[src/rtl/rr_mux_arb.sv]
// rr_mux_arb
// N-channel, W-bit multiplexer. A round-robin arbiter picks the source channel,
// and a registered valid/ready output stage holds the chosen word. The stage
// moves one word per cycle and adds one cycle of forward latency.
//
// Ports:
//   clk        system clock, rising-edge active
//   rst        asynchronous, active-high reset
//   in_valid   per-channel valid, bit k belongs to channel k
//   in_data    flattened channel data, channel k at [k*W +: W]
//   in_ready   per-channel ready (combinational, one-hot or all-zero)
//   out_valid  registered output valid
//   out_data   registered output data
//   out_ch     registered index of the channel that supplied out_data
//   out_ready  consumer ready
//
// Configuration:
//   RR_MUX_FIXED_PRIO_EN  when defined, the lowest-index requesting channel
//                         always wins and there is no round-robin pointer.

module rr_mux_arb #(
    parameter int N = 4,
    parameter int W = 8,
    localparam int CHW = (N > 1) ? $clog2(N) : 1
) (
    input  logic             clk,
    input  logic             rst,
    input  logic [N-1:0]     in_valid,
    input  logic [N*W-1:0]   in_data,
    output logic [N-1:0]     in_ready,
    output logic             out_valid,
    output logic [W-1:0]     out_data,
    output logic [CHW-1:0]   out_ch,
    input  logic             out_ready
);

    logic             out_valid_q, out_valid_d;
    logic [W-1:0]     out_data_q, out_data_d;
    logic [CHW-1:0]   out_ch_q, out_ch_d;

    logic [W-1:0]     ch_data [N];
    logic [CHW-1:0]   scan_base;
    logic [CHW-1:0]   cand;
    logic [CHW-1:0]   grant;
    logic             any_v;
    logic             load;

    for (genvar k = 0; k < N; k++) begin : g_split
        assign ch_data[k] = in_data[k*W +: W];
    end

`ifdef RR_MUX_FIXED_PRIO_EN
    // Fixed priority: the scan always starts at channel 0.
    assign scan_base = '0;
`else
    logic [CHW-1:0]   ptr_q, ptr_d;
    assign scan_base = ptr_q;
`endif

    // The stage can take a new word when empty or when the current word leaves.
    assign load = ~out_valid_q | out_ready;

    // Scan channels starting at scan_base and wrapping past N-1 back to 0.
    // The modulo keeps every candidate inside 0..N-1 for any N.
    always_comb begin
        grant = '0;
        any_v = 1'b0;
        cand  = '0;
        for (int i = 0; i < N; i++) begin
            cand = CHW'((int'(scan_base) + i) % N);
            if (!any_v && in_valid[cand]) begin
                any_v = 1'b1;
                grant = cand;
            end
        end
    end

    // Ready goes only to the granted channel. It is forced low during reset.
    assign in_ready = (load && any_v && !rst) ? (N'(1) << grant) : '0;

    // Next state: load a granted word, drain to empty when nothing is
    // requested, and hold everything while the consumer stalls.
    always_comb begin
        out_valid_d = out_valid_q;
        out_data_d  = out_data_q;
        out_ch_d    = out_ch_q;
`ifndef RR_MUX_FIXED_PRIO_EN
        ptr_d       = ptr_q;
`endif
        if (load) begin
            if (any_v) begin
                out_valid_d = 1'b1;
                out_data_d  = ch_data[grant];
                out_ch_d    = grant;
`ifndef RR_MUX_FIXED_PRIO_EN
                ptr_d       = (int'(grant) == N - 1) ? '0 : CHW'(int'(grant) + 1);
`endif
            end else begin
                out_valid_d = 1'b0;
            end
        end
    end

    always_ff @(posedge clk or posedge rst) begin
        if (rst) begin
            out_valid_q <= 1'b0;
            out_data_q  <= '0;
            out_ch_q    <= '0;
`ifndef RR_MUX_FIXED_PRIO_EN
            ptr_q       <= '0;
`endif
        end else begin
            out_valid_q <= out_valid_d;
            out_data_q  <= out_data_d;
            out_ch_q    <= out_ch_d;
`ifndef RR_MUX_FIXED_PRIO_EN
            ptr_q       <= ptr_d;
`endif
        end
    end

    assign out_valid = out_valid_q;
    assign out_data  = out_data_q;
    assign out_ch    = out_ch_q;

endmodule

[config.mk]
export PLATFORM = sky130hd
export DESIGN_NAME = rr_mux_arb
export DESIGN_NICKNAME = d
export VERILOG_FILES = /design/src/rtl/rr_mux_arb.sv
export SDC_FILE = /design/constraint.sdc
export NUM_CORES = 1
export LEC_CHECK = 0
export CAP_MARGIN = 20
export CORE_MARGIN = 3
export CORE_UTILIZATION = 40
export CTS_CLUSTER_DIAMETER = 200
export CTS_CLUSTER_SIZE = 12
export DETAILED_ROUTE_END_ITERATION = 10
export HOLD_SLACK_MARGIN = 0.12
export PLACE_DENSITY_LB_ADDON = 0.25
export REMOVE_ABC_BUFFERS = 1
export SLEW_MARGIN = 5
export SYNTH_ARGS = -nofsm -noshare
export SYNTH_HDL_FRONTEND = slang
export SYNTH_SLANG_ARGS = --single-unit
[constraint.sdc]
create_clock -name clk -period 3.65 [get_ports clk]
set_input_delay 0.73 -clock clk [delete_from_list [all_inputs] [get_ports clk]]
set_output_delay 0.73 -clock clk [all_outputs]
set_load 0.01 [all_outputs]
==> results of run 1 <==
## cell usage in the layout, fill, tap and decap left out, types with 4 or more instances in the layout
master           Yosys  layout
mux2i_1             16      16
clkdlybuf4s50_1      0      52
ha_1                 4       4
and3_1               4       4
inv_1                6       6
nand2_1             18      18
o221ai_1             8       8
buf_4                0       5
dfrtp_1             13      13
## layer usage
metal / global-route usage [%] / vias to the layer above
li1: - / 446
met3: 5.070 / 4
met1: 22.30 / 419
met4: 6.809 / 0
met5: 0 / -
met2: 32.65 / 32
## per-stage QoR
step	cell area (um2)	worst slack, ps	std cells	TNS, ps
2_1_floorplan	864.6	-99.70	88	-178.6
3_3_place_gp	1458	146.9	171	0
3_5_place_dp	1458	75.22	171	0
4_1_cts	1484	70.28	175	0
5_1_grt	1501	9.281	177	0
6_report	1501	149.1	177	0
## state kept, by name, indices dropped and copies added, names as in the netlist
| signal | cells |
|---|---|
| out_ch | 2 |
| out_data | 8 |
| out_valid | 1 |
| ptr_q | 2 |
## power groups by stage
stage	combinational [mW]	sequential, mW	clock, mW
CTS	0.456	0.248	0.0948
global placement	0.442	0.249	0
detailed placement	0.456	0.248	0
finish	0.465	0.249	0.0916
floorplan	0.226	0.269	0
global route	0.506	0.257	0.100
## cell families after synthesis
logic type,synth area share [%]
compound gates,15.83
fa+ha+maj,5.556
buf+inv,6.527
flops,36.11
mux,17.78
simple gates,18.19
## critical path, cell delays in order
cell	delay, ps
clkdlybuf4s50_1	500
nor2b_2	190
a21oi_1	90
a31oi_2	330
inv_1	120
ha_1	210
and3_1	140
clkdlybuf4s50_1	470
## final cells by class
cell class	count	area, um2	area share [%]
inverter	6	22.52	1.500
tap	27	33.78	2.250
multi-input combinational	69	523.0	34.83
sequential	13	325.3	21.67
clock buffer	4	26.28	1.750
timing repair buffer	58	570.5	38.00
## worst paths after layout
path                                             from                 endpoint  slack (ps)  cells after the start
worst max-delay path                      in_valid[2]              in_ready[1]         150                      8
worst min-delay path            out_ch[0]$_DFFE_PP0P_    out_ch[0]$_DFFE_PP0P_         490                      1
worst max register to register   ptr_q[0]$_DFFE_PP0P_  out_data[5]$_DFFE_PP0P_        1830                      6
worst min register to register  out_ch[0]$_DFFE_PP0P_    out_ch[0]$_DFFE_PP0P_         490                      1
max in group asynchronous                         rst  out_data[6]$_DFFE_PP0P_        2630                      3
min in group asynchronous                         rst    out_valid$_DFFE_PP0P_         630                      2
## timing repair
action                     in CTS  in global routing
hold endpoints to repair        0                  0
setup endpoints to repair       0                  2
hold buffers                    0                  0
resized for setup               0                  1
buffers inserted                0                  2
==> impl_metrics.tcl, run 1 <==
set metrics [dict create \
    path_max_fanout 5 \
    hpwl_mm 1.948 \
    period_needed_ps 3501 \
    track_usage_pct 19.00 \
    area_delta_synth_final_pct 66.67 \
    finalSetupViolations 0 \
    syn-instance-count 91 \
    nNetsFinal 194 \
    htreeDepth 1 \
    synth_top_cell_by_area "dfrtp_1" \
    routedWlPerCell_um 13.58 \
    diodes 0 \
    first_pass_iters 4 \
    maxCapViolations 0 \
    dieWidth_um 53.46 \
    routed_wl_mm 2.404 \
    yosys-top-cells-area "dfrtp_1, mux2i_1, o221ai_1" \
    fill_cells 159 \
    vias 901 \
    drv_slew 0 \
    async_reset_ff_share_pct 100.0 \
    slew_headroom_pct 63.23 \
    comb_power_share_pct 57.8 \
    io_buffers 53 \
    ys_warn_count 0 \
    grt_max_degree 14 \
    post-route-period-util_pct 95.91 \
    max-vdd-ir-drop_v 0.0003963 \
    hp-class "reg -> reg" \
    drc 0 \
    gp_congestion 0.8536 \
    drt_iter0_drc 12 \
    met3_length_um 149 \
    powerDensity_nw_per_um2 536.3 \
    swShare_pct 37.14 \
    end_kind "output port" \
    viasPerCell 5.090 \
    clockBufferDepth 2 \
    post-synth-top-count-cell "nand2_1" \
    yosysSeqAreaShare_pct 36.11 \
    utilization_pct 73.53 \
    synth_cell_types 25 \
    p_sw_mw 0.2991 \
    start_kind "primary input" \
    required_ps 2920 \
    postSynthAreaPerCell_um2 9.900 \
    die_h_um 53.46 \
    p_leak_nw 0.7266 \
    synthFlopType "dfrtp_1" \
    drt.antenna.violating_nets 0 \
    coreArea_um2 2042 \
    highest_layer "met4" \
    yosys_register_bits 13 \
    antenna_found_initial 0 \
    crit_arrival_ps 2770 \
    pwr-share-seq_pct 30.9 \
    pwr-share-clk_pct 11.4 \
    m1WireLength_um 969 \
    io_pins 54 \
    cts.sinks 13 \
    fp-row-count 16 \
    rsz0062_at_grt "false" \
    tightest_slew_ps 551.6 \
    p_int_mw 0.5062 \
    grt.overflow.total 0 \
    root_buffer "clkbuf_4" \
    syn_area_um2 900.9 \
    power_mw 0.8053 \
    clk_latency_ps 280 \
    drive_above_1_share_pct 10.67 \
    initial_utilization_pct 44.12 \
    crit_type "in -> out" \
    met2WireLength_mm 1.238 \
    synth_commonest_cells "nand2_1, mux2i_1, dfrtp_1" \
    grt_first_pass_wirelength_mm 3.898 \
    die_area_um2 2857 \
    grt_pass1_vias 915 \
    fmax_mhz 285.6 \
    clk_pin_slew_worst_paths_ps 80 \
    finalHoldViolations 0 \
    tritoncts "built" \
    netlist.area_leader.share_pct 36.11 \
    clock_skew_ps 1.057 \
    hold-worst-slack_ps 489.3 \
    status "finished clean" \
    synth_edf_count 0 \
    cts_buffers 3 \
]
Note: power is estimated with default switching activity, not from simulation.
==> run 2, diff against run 1 <==
Settings changed: SLEW_MARGIN 5 to 30.
==> results of run 2 <==
No change in the layout: final DEF, timing and power equal those of run 1.
